[config.mk]
export PLATFORM = sky130hd
export DESIGN_NAME = uart_frame_tx_flat
export DESIGN_NICKNAME = d
export VERILOG_FILES = /design/src/rtl/uart_pkg.sv /design/src/rtl/uart_frame_tx_if.sv /design/src/rtl/uart_frame_tx.sv /design/src/flat_wrapper.sv
export SDC_FILE = /design/constraint.sdc
export NUM_CORES = 1
export LEC_CHECK = 0
export ABC_AREA = 1
export BUFFER_PORTS_ARGS = -buffer_cell sky130_fd_sc_hd__clkbuf_2
export CAP_MARGIN = 20
export CORE_AREA = 2 2 74 76
export DETAILED_ROUTE_END_ITERATION = 12
export DIE_AREA = 0 0 76 78
export PLACE_DENSITY_LB_ADDON = 0.1
export RECOVER_POWER = 50
export SLEW_MARGIN = 5
export SYNTH_ARGS = -nofsm -noshare
export SYNTH_HDL_FRONTEND = slang
export SYNTH_SLANG_ARGS = --single-unit
export TNS_END_PERCENT = 50
[constraint.sdc]
create_clock -name clk -period 6.2 [get_ports clk]
set_input_delay 1.55 -clock clk [delete_from_list [all_inputs] [get_ports clk]]
set_output_delay 1.55 -clock clk [all_outputs]
set_load 0.005 [all_outputs]
[src/rtl/uart_pkg.sv]
// Shared types and helpers for the framed UART feeder.
package uart_pkg;

  typedef enum logic [2:0] {
    IDLE,
    LOAD,
    ARM,
    WAIT,
    DONE
  } state_t;

  localparam logic [7:0] HEADER_DEFAULT = 8'hA5;

  // Finalise a running byte sum into the checksum byte, so that the whole
  // frame (header, payload, checksum) sums to zero modulo 256.
  function automatic logic [7:0] checksum_fin(input logic [7:0] acc);
    return 8'h00 - acc;
  endfunction

endpackage

[src/rtl/uart_frame_tx_if.sv]
// Request side and byte-transmitter handshake of the framed UART feeder.
// The master side is the environment (telemetry logic plus the byte
// transmitter's idle flag); the slave side is the frame builder itself.
interface uart_frame_tx_if #(
  parameter int PAYLOAD_BYTES = 3
);

  logic                         send;
  logic [8*PAYLOAD_BYTES-1:0]   payload;
  logic                         busy;
  logic                         frame_done;
  logic                         trmt;
  logic [7:0]                   tx_data;
  logic                         tx_done;

  modport master (
    output send,
    output payload,
    output tx_done,
    input  busy,
    input  frame_done,
    input  trmt,
    input  tx_data
  );

  modport slave (
    input  send,
    input  payload,
    input  tx_done,
    output busy,
    output frame_done,
    output trmt,
    output tx_data
  );

endinterface

[src/rtl/uart_frame_tx.sv]
// Frame builder in front of the byte-level UART transmitter. A single-cycle
// send captures the payload word; the block then hands out header, payload
// bytes (MSB first) and a zero-sum checksum one at a time, waiting for the
// transmitter's tx_done between bytes.
module uart_frame_tx
  import uart_pkg::*;
#(
  parameter int         PAYLOAD_BYTES = 3,
  parameter logic [7:0] HEADER        = HEADER_DEFAULT
) (
  input  logic         clk,
  input  logic         rst,
  uart_frame_tx_if.slave bus
);

  localparam int                PW       = 8 * PAYLOAD_BYTES;
  localparam int                IDX_W    = $clog2(PAYLOAD_BYTES + 2);
  localparam logic [IDX_W-1:0]  LAST_IDX = IDX_W'(PAYLOAD_BYTES + 1);

  state_t             state;
  state_t             next_state;
  logic [IDX_W-1:0]   idx;
  logic [IDX_W-1:0]   next_idx;
  logic [7:0]         acc;
  logic [7:0]         next_byte;
  logic [7:0]         tx_data_q;
  logic [PW-1:0]      shadow;
  logic               start_frame;
  logic               advance;

  // State register; reset drops any frame in flight back to IDLE.
  always_ff @(posedge clk) begin
    if (rst) state <= IDLE;
    else     state <= next_state;
  end

  // Sequencing: accept a request only when the transmitter is idle, pulse
  // trmt in LOAD, skip one cycle in ARM while tx_done is still stale, then
  // wait for the byte to finish before loading the next one.
  always_comb begin
    next_state  = state;
    start_frame = 1'b0;
    advance     = 1'b0;
    unique case (state)
      IDLE: begin
        if (bus.send && bus.tx_done) begin
          start_frame = 1'b1;
          next_state  = LOAD;
        end
      end
      LOAD: next_state = ARM;
      ARM:  next_state = WAIT;
      WAIT: begin
        if (bus.tx_done) begin
          if (idx == LAST_IDX) begin
            next_state = DONE;
          end else begin
            advance    = 1'b1;
            next_state = LOAD;
          end
        end
      end
      DONE:    next_state = IDLE;
      default: next_state = IDLE;
    endcase
  end

  // Byte selection for the upcoming slot: payload bytes MSB first, and the
  // finalised checksum once the index runs past the payload.
  always_comb begin
    next_idx  = idx + 1'b1;
    next_byte = checksum_fin(acc);
    for (int i = 1; i <= PAYLOAD_BYTES; i++) begin
      if (next_idx == IDX_W'(i)) next_byte = shadow[PW-8*(i-1)-1 -: 8];
    end
  end

  // Datapath: shadow copy of the payload, byte index, running sum and the
  // registered byte presented to the transmitter (held between loads).
  always_ff @(posedge clk) begin
    if (rst) begin
      shadow    <= '0;
      idx       <= '0;
      acc       <= 8'h00;
      tx_data_q <= 8'h00;
    end else if (start_frame) begin
      shadow    <= bus.payload;
      idx       <= '0;
      acc       <= HEADER;
      tx_data_q <= HEADER;
    end else if (advance) begin
      idx       <= next_idx;
      acc       <= acc + next_byte;
      tx_data_q <= next_byte;
    end
  end

  assign bus.trmt       = (state == LOAD);
  assign bus.busy       = (state == LOAD) || (state == ARM) || (state == WAIT);
  assign bus.frame_done = (state == DONE);
  assign bus.tx_data    = tx_data_q;

endmodule

[src/flat_wrapper.sv]
// flat-port wrapper written by rule: the top's interface ports become plain ports
module uart_frame_tx_flat import uart_pkg::*;
#(
  parameter int         PAYLOAD_BYTES = 3,
  parameter logic [7:0] HEADER        = HEADER_DEFAULT
)
  (clk, rst, bus_send, bus_payload, bus_tx_done, bus_busy, bus_frame_done, bus_trmt, bus_tx_data);
  uart_frame_tx_if #(.PAYLOAD_BYTES(PAYLOAD_BYTES)) bus_i ();
  input  logic clk;
  input  logic rst;
  input wire logic [$bits(bus_i.send)-1:0] bus_send;
  input wire logic [$bits(bus_i.payload)-1:0] bus_payload;
  input wire logic [$bits(bus_i.tx_done)-1:0] bus_tx_done;
  output wire logic [$bits(bus_i.busy)-1:0] bus_busy;
  output wire logic [$bits(bus_i.frame_done)-1:0] bus_frame_done;
  output wire logic [$bits(bus_i.trmt)-1:0] bus_trmt;
  output wire logic [$bits(bus_i.tx_data)-1:0] bus_tx_data;
  assign bus_i.send = bus_send;
  assign bus_i.payload = bus_payload;
  assign bus_i.tx_done = bus_tx_done;
  assign bus_busy = bus_i.busy;
  assign bus_frame_done = bus_i.frame_done;
  assign bus_trmt = bus_i.trmt;
  assign bus_tx_data = bus_i.tx_data;
  uart_frame_tx #(.PAYLOAD_BYTES(PAYLOAD_BYTES), .HEADER(HEADER)) u_core (.clk(clk), .rst(rst), .bus(bus_i));
endmodule
# --- After elaboration in Yosys (flattened, before gate mapping) ---
# Cells that the tools add are included.
# W data, S select, Z words.
totals:
  output_inout_bits: 11
  inputBits: 28
  regBits: 46
  word_cells: 43
classes:
  n_addsub: 3
  eq_ne: 10
  n_mux: 16
  reduce_logical: 7
op_table:
  columns: ["cell", "n"]
  rows:
  - ["$mux W8", 7]
  - ["$eq A3 B2 Y1 const B", 4]
  - ["$pmux W3 S4", 1]
  - ["$mux W3", 3]
  - ["$add A8 B8 Y8", 1]
  - ["$sub A1 B8 Y8 const A", 1]
  - ["$eq A3 B1 Y1 const B", 2]
  - ["$eq A3 B3 Y1 const B", 2]
  - ["$mux W1", 5]
  - ["$add A3 B1 Y3 const B", 1]
  - ["$logic_not A3 Y1", 1]
  - ["$logic_or A1 B1 Y1", 2]
  - ["$ne A2 B1 Y1 const B", 1]
  - ["$ne A2 B2 Y1 const B", 1]
  - ["$reduce_and A2 Y1", 1]
  - ["$reduce_bool A2 Y1", 1]
  - ["$reduce_or A2 Y1", 1]
  - ["$logic_and A1 B1 Y1", 1]

# --- Longest topological paths before layout ---
depth:
  ltp_word: 8
  ltp_mapped: 20
  mapped_depth_nobuf: 20

# --- Worst setup path after synthesis ---
# No wires, ideal clock.
synth_path:
  path_kind: "register to register"
  start: "register u_core.idx[0]"
  end: "register u_core.acc[6]"
  synth_period_minus_slack_ps: 2542
  path_slack_ps: 3658
  setup_ps: 117
  required_ps: 6083
  path_buffers: 1
  stages_incl_launch_ff: 20
  arrival_time_ps: 2424
  cell_sequence: "dfxtp_1 ha_1 inv_1 nand2_1 nand2_2 inv_2 nand2_2 buf_6 o21ai_0 o22ai_2 ha_1 fa_1 nand3_1 nand2_1 a21oi_1 o21bai_1 nand2_1 nand2_1 o221ai_1 inv_1"
synth_between:
  elab_chain_cells: 6
  elab_cells_between_ends: 12
  classes_between: "add/sub: 2; eq/ne: 4; mux: 6"
synth_lines:
  columns: ["item", "line", "rtl"]
  rows:
  - ["start, declared", "uart_frame_tx.sv:22", "logic [IDX_W-1:0] idx;"]
  - ["start signal, assigned", "uart_frame_tx.sv:92", "idx <= next_idx;"]
  - ["$add A3 B1 Y3", "uart_frame_tx.sv:71", "next_idx = idx + 1'b1;"]
  - ["$eq A3 B1 Y1", "uart_frame_tx.sv:74", "if (next_idx == IDX_W'(i)) next_byte = shadow[PW-8*(i-1)-1 -: 8];"]
  - ["$mux W8 (3 in a row)", "uart_frame_tx.sv:74", null]
  - ["$add A8 B8 Y8", "uart_frame_tx.sv:93", "acc <= acc + next_byte;"]
  - ["end signal, assigned", "uart_frame_tx.sv:93", null]
  - ["end, declared", "uart_frame_tx.sv:24", "logic [7:0] acc;"]
# Several ways; a longest one is shown, not always the timed one.
# A chain may end at the register's enable or synchronous reset.

# --- Worst setup path after layout ---
layout_path:
  start: "input port bus_tx_done"
  end: "register u_core.acc[1]"
layout_between:
  elab_chain_cells: 4
  elab_cells_between_ends: 6
  classes_between: "mux: 4; reduce/logical: 2"
layout_lines:
  columns: ["item", "line", "rtl"]
  rows:
  - ["start, declared", "flat_wrapper.sv:13", "input wire logic [$bits(bus_i.tx_done)-1:0] bus_tx_done;"]
  - ["$logic_and A1 B1 Y1", "uart_frame_tx.sv:46", "if (bus.send && bus.tx_done) begin"]
  - ["$mux W1", "uart_frame_tx.sv:46", null]
  - ["$mux W1", "uart_frame_tx.sv:44", "unique case (state)"]
  - ["$reduce_or A2 Y1 (no source line)", null, null]
# Several ways; a longest one is shown, not always the timed one.

==> summary.txt <==
CTS
  – Clock tree buffer depth: 2
  – Post-cts sizing count: 0
  – Clock Latency Late Sink: about 0.30 ns
  – Htree depth: 2
  – Clk sink count: 46
  – # hold bufs at CTS: 0
  – Total CTS buffers: 5
  – TritonCTS clock tree: built
  – Post-CTS Setup Bufs: 0
  – Clk pin slew, worst setup/hold paths: 0.08 ns
  – Root buffer cell: clkbuf_8

Detailed routing
  – 1st-iter DRT viols: 105
  – Post-Route WL: 5.53 mm
  – Antenna Nets Post-Route: 0
  – DR vias/cell: 4.95
  – Via Count: about 2200
  – DRC: 0
  – Drt pass-1 iters: 6
  – Wire per inst: 12.4 um

Critical path
  – Crit path max-delay cell type: inv_1
  – Crit end category: flop
  – Crit-path cells: clkbuf_1 > nand2_1 > nor4_4 > inv_1 > nand2_2 > inv_1 > o21ai_0 > a21oi_1
  – CP Buf/Inv Count: 3
  – Crit path DAT: around 3.6 ns
  – Required @ worst endpoint: between 6 and 7 ns
  – Critical path fanouts, max: 37
  – Family with the most delay on the worst path: simple AND/OR/NAND/NOR gates
  – CP Launch Type: input pin
  – Setup Crit Path Kind: input pin to flop
  – Critical path's most frequent cell: inv_1
  – Crit path largest cell delay: 0.65 ns

GRT
  – GR Overflow Total: 0
  – Most Crowded Layer GR: met2
  – Met1 usage: about a quarter
  – First-pass GRT wire length: about 9.6 mm
  – Initial antenna violation count: 0
  – Largest net degree at the start of global routing: 38
  – GRT Total Usage: 19.8%
  – Met2 Track Usage GR: 34.3%
  – Met3 usage: under 10%
  – Vias in the first global route: 2079

Timing
  – Fin crit share: 55.1%
  – Setup TNS Final: 0 ns
  – Final setup viols: 0
  – Setup WS post-layout: 2.79 ns
  – Min cycle time layout: 3.41 ns
  – Clock skew: ~0.0044 ns
  – Final hold vios: 0
  – Slew @ Worst Pin: about 0.9 ns
  – RSZ-0062 raised after global routing: no
  – WHS: 0.455 ns
  – Slew headroom: 39.8%
  – Final Max Slew Viols: 0
  – Max Fclk: 293 MHz

Logic synthesis
  – Largest family of logic cells by synthesized area: compound AO/OA/AOI/OAI gates
  – Adder-Cell Fraction of Synth Area: 6.80%
  – Average size of a mapped cell: 7.29 um^2
  – Synth Area in XOR/XNOR: 1.75%
  – Syn Inst Count: ~340
  – Mapped Nets: 384
  – Post-synthesis cell area: 2500 um^2
  – Top cell type by total area after synthesis: dfxtp_1
  – Synth Area in Compound Gates: 22.7%
  – Post-synthesis mux area share: 0%
  – Post-synthesis sequential area ratio: 36.8%
  – Post-synth top area share: 36.8%
  – Simple-gate area share of the yosys netlist: 20.8%
  – Yosys cell types: 33
  – Ys Warns: 0
  – Synth top area cells: dfxtp_1, o21ai_0, nor2_1
  – Synthesized flop and latch total: 46

Die
  – I/O pin count: 39
  – Starting Density: 49.6%
  – DIE HEIGHT: 78 um
  – DIE WIDTH: ~76 um
  – FP Rows: 26
  – Core ar.: between 5000 and 6000 um^2
  – Die Area: 5930 um^2

Place
  – Port bufs: 38
  – Placed Area: 2700 um^2
  – Detailed Place HPWL: 4.17 mm
  – Cells after DPL: 439
  – Placer Congestion: 0.826
  – Worst slack, placed: 2.68 ns

Cells and area
  – Final instance area: 2790 um^2
  – # diodes: 0
  – Filler cells: just over 500
  – Layout area overhead: 11.7%
  – Final instance count without filler cells: 446
  – Multi-input logic area: 1290 um^2
  – Layout cell share with drive strength beyond 1: around 14%
  – Register Area: 921 um^2
  – Total Nets Final: 417

Pwr
  – Leakage: 1.35 nW
  – Peak supply drop: between 0.1 and 0.15 mV
  – Power Density: 262 nW/um^2

Min path
  – Worst min path class: flop to flop

Job
  – Max-Cap Viols: 0

Status
  – Status: finished clean
## synth_stat cells, drive strengths merged
master and count:
o221ai 4, xnor2 2, dfxtp 46, o211ai 6
buf 8, nor4 2, nor2 51, nand2 40
o31ai 1, fa 1, a221oi 1, ha 12
o21bai 2, inv 52, o22ai 2, nand3 17
o21ai 54, clkbuf 4, a21oi 31, nor3b 2
nor3 2, xor2 3
## flip-flops by register name (all words and copies together), names as in the netlist
signal,count
u_core.bus.tx_data,8
u_core.state,3
u_core.shadow,24
u_core.idx,3
u_core.acc,8
## placed cells by master (no fill, tap or decap)
cell type	instances
clkbuf_1	7
o21ai_2	3
nand2_2	4
nor4_1	1
o211ai_1	6
nor2_8	1
o221ai_1	4
nor2_1	48
xnor2_1	2
a221oi_1	1
dfxtp_1	46
clkbuf_2	31
nand3_1	17
a21oi_1	31
nor3b_1	2
inv_2	4
inv_1	48
fa_1	1
nand2_1	36
xor2_1	3
o21bai_1	2
o21ai_0	44
o21ai_1	7
bufinv_16	1
ha_1	12
nor3_1	2
nor2_4	2
clkbuf_8	6
o31ai_1	1
o22ai_1	2
nor4_4	1
## cells by family (layout without fill, tap and decap cells)
group,after synthesis,in the layout
xor+xnor,5,5
compound gates,101,101
simple gates,114,114
buf+inv,64,97
flops,46,46
fa+ha+maj,13,13
## through the flow
step                      power, W  util (%)
after floorplan           0.000467         -
after global placement    0.000507      53.4
after detailed placement  0.000511      53.4
after CTS                 0.000738      55.7
after global routing      0.000775      55.4
final                     0.000732      55.4
## worst min-delay path, stage by stage (launching register included)
cell and delay, ns:
dfxtp_1 0.32, inv_1 0.05, a21oi_1 0.05
## report_power, final
part,internal [W],switching (W)
Combinational,0.0000615,0.000100
Sequential,0.000322,0.0000188
Clock,0.000129,0.000100
## metal layers
metal / wire length (um) / vias to the layer above
li1: - / 1193
met1: 2650 / 977
met2: 2630 / 31
met3: 186 / 5
met4: 54 / 0
met5: 0 / -
## layout make-up
cell class / count / share of cell area, %
Timing Repair Buffer: 38 / 6.50
Sequential cell: 46 / 33.0
Multi-Input combinational cell: 233 / 46.4
Clock buffer: 6 / 2.96
Inverter: 52 / 6.99
Tap cell: 70 / 3.14
Clock inverter: 1 / 1.08
## path summary, 6_finish.rpt
path,slack (ns),from,end,depth (start not counted)
worst min register to register,0.46,u_core.shadow[13],u_core.shadow[13],2
worst max register to register,3.24,u_core.idx[0],u_core.acc[6],18
worst min-delay path,0.46,u_core.shadow[13],u_core.shadow[13],2
worst max-delay path,2.79,bus_tx_done,u_core.acc[1],8
Power figures use the tool's default switching activity.
